--- config.mk ---
export PLATFORM = sky130hd
export DESIGN_NAME = unary_run_counter
export DESIGN_NICKNAME = d
export VERILOG_FILES = /design/src/rtl/unary_run_counter.sv
export SDC_FILE = /design/constraint.sdc
export NUM_CORES = 1
export LEC_CHECK = 0
export CORE_MARGIN = 3
export CORE_UTILIZATION = 52
export DETAILED_ROUTE_END_ITERATION = 10
export GPL_ROUTABILITY_DRIVEN = 0
export PLACE_DENSITY = 0.8
export SLEW_MARGIN = 10
export SYNTH_ARGS = -nofsm -noshare
export SYNTH_HDL_FRONTEND = slang
export SYNTH_SLANG_ARGS = --single-unit
--- constraint.sdc ---
create_clock -name clk -period 4 [get_ports clk]
set_clock_uncertainty 0.1 [all_clocks]
set_input_delay 0.8 -clock clk [delete_from_list [all_inputs] [get_ports clk]]
set_output_delay 0.8 -clock clk [all_outputs]
set_load 0.01 [all_outputs]
--- src/rtl/unary_run_counter.sv ---
// unary_run_counter
// Streams W_IN-bit words MSB-first and counts the leading run of ones (or
// zeros) across word boundaries. When the run ends it emits one registered
// result: the total length, the terminator position in the final word, and
// the saturation and no-terminator flags.
module unary_run_counter #(
    parameter int W_IN  = 8,
    parameter int W_CNT = 16,
    parameter int W_IDX = $clog2(W_IN)
) (
    input  logic             clk,
    input  logic             rst_n,
    input  logic             in_valid,
    output logic             in_ready,
    input  logic [W_IN-1:0]  in_data,
    input  logic             in_mode,
    input  logic             in_last,
    output logic             out_valid,
    input  logic             out_ready,
    output logic [W_CNT-1:0] out_count,
    output logic [W_IDX-1:0] out_idx,
    output logic             out_sat,
    output logic             out_noterm
);

    typedef enum logic {
        IDLE = 1'b0,
        RUN  = 1'b1
    } state_t;

    localparam logic [W_CNT-1:0] CNT_MAX = {W_CNT{1'b1}};
    localparam int W_LEAD = W_IDX + 1;

    state_t             state_reg, state_next;
    logic [W_CNT-1:0]   acc_reg, acc_next;
    logic               sat_reg, sat_next;
    logic               mode_reg, mode_next;
    logic               out_valid_reg, out_valid_next;
    logic [W_CNT-1:0]   out_count_reg, out_count_next;
    logic [W_IDX-1:0]   out_idx_reg, out_idx_next;
    logic               out_sat_reg, out_sat_next;
    logic               out_noterm_reg, out_noterm_next;

    logic               mode_eff;
    logic [W_IN-1:0]    norm;
    logic               all_match;
    logic [W_LEAD-1:0]  tree_lead;
    logic [W_LEAD-1:0]  lead;
    logic [W_CNT:0]     sum_wide;
    logic [W_CNT-1:0]   sum_clamped;
    logic               sat_run;
    logic               xfer;

    // The mode only comes from the port on the first word of a run.
    assign mode_eff  = (state_reg == IDLE) ? in_mode : mode_reg;
    assign norm      = in_data ^ {W_IN{mode_eff}};
    assign all_match = &norm;

    // Balanced leading-ones tree. Node 0 of each level is the most significant
    // slice; a parent takes its left count unless the left half is all ones,
    // in which case the right count is added to the left width.
    for (genvar gl = 0; gl <= W_IDX; gl++) begin : g_lvl
        localparam int N = W_IN >> gl;
        logic [N-1:0]             all_m;
        logic [N-1:0][W_LEAD-1:0] cnt;
        for (genvar gi = 0; gi < N; gi++) begin : g_node
            if (gl == 0) begin : g_leaf
                assign all_m[gi] = norm[W_IN-1-gi];
                assign cnt[gi]   = {{W_IDX{1'b0}}, norm[W_IN-1-gi]};
            end else begin : g_join
                localparam logic [W_LEAD-1:0] HALF = W_LEAD'(1 << (gl - 1));
                assign all_m[gi] = g_lvl[gl-1].all_m[2*gi] & g_lvl[gl-1].all_m[2*gi+1];
                assign cnt[gi]   = g_lvl[gl-1].all_m[2*gi]
                                 ? HALF + g_lvl[gl-1].cnt[2*gi+1]
                                 : g_lvl[gl-1].cnt[2*gi];
            end
        end
    end

    assign tree_lead = g_lvl[W_IDX].cnt[0];
    // All-ones override pins the count to the full word width.
    assign lead      = all_match ? W_LEAD'(W_IN) : tree_lead;

    // Saturating accumulation; the saturation flag is sticky for the run.
    assign sum_wide    = {1'b0, acc_reg} + (W_CNT + 1)'(lead);
    assign sum_clamped = sum_wide[W_CNT] ? CNT_MAX : sum_wide[W_CNT-1:0];
    assign sat_run     = sat_reg | sum_wide[W_CNT];

    assign in_ready   = !out_valid_reg || out_ready;
    assign xfer       = in_valid && in_ready;

    assign out_valid  = out_valid_reg;
    assign out_count  = out_count_reg;
    assign out_idx    = out_idx_reg;
    assign out_sat    = out_sat_reg;
    assign out_noterm = out_noterm_reg;

    // Next-state and result-load logic for the run FSM.
    always_comb begin
        state_next      = state_reg;
        acc_next        = acc_reg;
        sat_next        = sat_reg;
        mode_next       = mode_reg;
        out_valid_next  = out_valid_reg && !out_ready;
        out_count_next  = out_count_reg;
        out_idx_next    = out_idx_reg;
        out_sat_next    = out_sat_reg;
        out_noterm_next = out_noterm_reg;

        if (xfer) begin
            if (all_match && !in_last) begin
                acc_next   = sum_clamped;
                sat_next   = sat_run;
                mode_next  = mode_eff;
                state_next = RUN;
            end else begin
                out_valid_next  = 1'b1;
                out_count_next  = sum_clamped;
                out_idx_next    = all_match ? '0 : lead[W_IDX-1:0];
                out_sat_next    = sat_run;
                out_noterm_next = all_match;
                acc_next        = '0;
                sat_next        = 1'b0;
                state_next      = IDLE;
            end
        end
    end

    // State and result registers with synchronous active-low reset.
    always_ff @(posedge clk) begin
        if (!rst_n) begin
            state_reg      <= IDLE;
            acc_reg        <= '0;
            sat_reg        <= 1'b0;
            mode_reg       <= 1'b0;
            out_valid_reg  <= 1'b0;
            out_count_reg  <= '0;
            out_idx_reg    <= '0;
            out_sat_reg    <= 1'b0;
            out_noterm_reg <= 1'b0;
        end else begin
            state_reg      <= state_next;
            acc_reg        <= acc_next;
            sat_reg        <= sat_next;
            mode_reg       <= mode_next;
            out_valid_reg  <= out_valid_next;
            out_count_reg  <= out_count_next;
            out_idx_reg    <= out_idx_next;
            out_sat_reg    <= out_sat_next;
            out_noterm_reg <= out_noterm_next;
        end
    end

endmodule
==> impl_metrics.yaml <==
logic_synthesis:
  synth_edf_count: 0
  synth_nets: 263
  synth.distinct_cells: 46
  synthArstFlopShare_pct: 0
  synthCells: 244
  ys.flop_type: "dfxtp_1"
  yosysMostFrequentCell: "dfxtp_1"
  yosysWarningCount: 0
  syn_avg_cell_area_um2: 8.80
  yosysTopAreaCellShare_pct: 38.2
  ys_seq_area_share_pct: 38.2
  synth_area_leaders: "dfxtp_1, a22o_1, a21oi_1"
  synth_common_cells: "dfxtp_1, a21oi_1, nand2_1"
  netlist.top_cell.by_area: "dfxtp_1"
  ys_ff_latch: 41
  syn_area_um2: 2150
min_path:
  whs_endpoint: "acc_reg[0]"
  hold_path_depth: 2
  hp-start: "acc_reg[0]"
  hp-class: "flip-flop to flip-flop"
placed_design:
  hpwl_mm: 3.80
  portBuffers: 36
  dp.cells: 328
worst_setup_path:
  r2r_slack_ps: 930
  r2r_start: "state_reg"
  path_max_fanout: 12
  r2r-end: "out_count[13]"
  critPathArrivalTime_ps: 3790
  critPathKind: "primary input to flip-flop"
  crit_required_ps: 4090
  endpoint_kind: "flip-flop"
  cp-start-kind: "primary input"
  reg2reg_depth: 10
pwr:
  power_density_nw_per_um2: 291
  leakage_nw: 1.02
  ir_drop_uv: 210
routing:
  firstDrtPassIters: 4
  route.detailed.drc: 0
  wl_per_cell_um: 15.3
  route.final.wire_length_mm: 5.13
  vias_per_cell: 6.06
  num_vias: 2029
  drt-initial-drc-count: 101
  ant_nets: 0
clocking:
  cts.clk_slew.worst_paths_ps: 80
  clockBufferDepth: 2
  cts_tree: "built"
  numCtsBuffers: 5
  clk_root_buffer_cell: "clkbuf_8"
  clock_sinks: 41
  clock_latency_ps: 290
  cts_hold_buf: 0
  cts_resized: 0
  htreeDepth: 2
  postCtsSetupBuffers: 0
run:
  max_cap_violations: 0
grt:
  grt_pass1_vias: 1908
  gr-usage-all-layers_pct: 22.0
  gr-total-overflow: 0
  grt_start_max_net_pins: 17
  antenna_found_initial: 0
  grt_first_pass_wirelength_mm: 8.80
sta:
  fin_crit_ps: 3700
  worstMarginPinSlew_ps: 708
  fmax_mhz: 270
  slew_violations: 0
  hold_viol: 0
  setup_viol: 0
  rsz0062_at_grt: "false"
  finalCritPeriodShare_pct: 92.6
  maxSlewHeadroom_pct: 52.6
floorplan:
  die_y_um: 70.3
  io_pins: 37
  fp.dieW_um: 70.3
  rows: 22
  dieArea_um2: 4940
  start_util_pct: 56.1
  core_um2: 3830
outcome:
  status: "completed"
final_layout:
  fin_util_pct: 70.2
  syn_to_final_growth_pct: 25.1
  diodes: 0
  fillers: 317
  finalNonFillerCells: 335
  layout-drive-gt1-share_pct: 9.41
  fin_nets: 306
[cell families (layout without fill, tap and decap cells)]
family	Yosys count	in the layout	synth area share [%]
AO/OA/AOI/OAI	87	87	29.0
XOR/XNOR	7	7	2.86
adder cells (fa/ha/maj)	5	5	3.26
buffers and inverters	19	62	4.31
flip-flops	41	41	38.2
multiplexers	7	7	3.73
AND/OR/NAND/NOR	78	78	18.6
[placed cells by master, fill, tap and decap left out, types with 3 or more instances in the layout]
cell type and count:
nand3_1 9, o21bai_1 3, and3_1 7, o21ai_0 14, nor2_1 14, dfxtp_1 41, buf_4 13, a221o_1 3
xnor2_1 7, nor3_1 5, a21oi_1 21, o2bb2ai_1 5, and2_1 4, a311oi_1 3, nand4_1 6, mux2i_1 4
nand2_1 21, a22o_1 13, o31ai_1 3, clkbuf_8 6, inv_1 6, ha_1 4, a31oi_1 4, a211oi_1 5
a21o_1 4, clkdlybuf4s50_1 36, and4_1 3
[worst max-delay path by stage]
stage / start / end / slack (ps) / cells past startpoint
after floorplan: in_mode / out_count[12] / 600 / 10
after global placement: in_data[4] / out_count[13] / 80 / 10
after detailed placement: in_data[4] / out_count[13] / -3 / 10
after CTS: in_data[4] / out_count[13] / 310 / 10
after global routing: in_data[4] / out_count[13] / 80 / 10
final: in_data[4] / out_count[13] / 300 / 10
[power breakdown]
group          internal (W)  total (W)  leakage, nW  switching (W)
clock              0.000136   0.000279       0.0433       0.000143
sequential         0.000412   0.000414        0.331     0.00000240
combinational     0.0000415  0.0000892        0.644      0.0000477
[layout make-up]
| class | instances | area, um2 | area share [%] |
|---|---|---|---|
| Multi-Input combinational cell | 184 | 1230 | 45.9 |
| Clock inverter | 1 | 7.51 | 0.280 |
| Timing Repair Buffer | 49 | 458 | 17.1 |
| Clock buffer | 6 | 82.6 | 3.08 |
| Sequential cell | 41 | 821 | 30.6 |
| Tap cell | 48 | 60.1 | 2.24 |
| Inverter | 6 | 22.5 | 0.839 |
[worst max-delay path, stage by stage]
cell and delay, ps:
clkdlybuf4s50_1 420, or4_4 540, mux2_4 300, nor2_1 150
ha_1 240, o21ai_0 130, o21bai_1 560, nand2_1 210
xnor2_1 160, a221o_1 280
[metrics by stage]
step / instance area [um2] / hold slack, ps / total power [W] / setup TNS (ps) / setup WS, ps
2_1_floorplan: 2150 / 327 / 0.000471 / 0 / 603
3_3_place_gp: 2590 / 337 / 0.000511 / 0 / 80.6
3_5_place_dp: 2590 / 341 / 0.000513 / -3.18 / -3.18
4_1_cts: 2690 / 353 / 0.000786 / 0 / 309
5_1_grt: 2690 / 387 / 0.000810 / 0 / 78.9
6_report: 2690 / 353 / 0.000782 / 0 / 296
[layer usage]
metal	track usage (%)	routed length (um)	part of all wire [%]
met5	0	0	0
met4	7.45	75	1.5
met3	4.32	277	5.4
met2	33.9	2310	45
met1	30.6	2460	48
(Power assumes the default switching activity.)
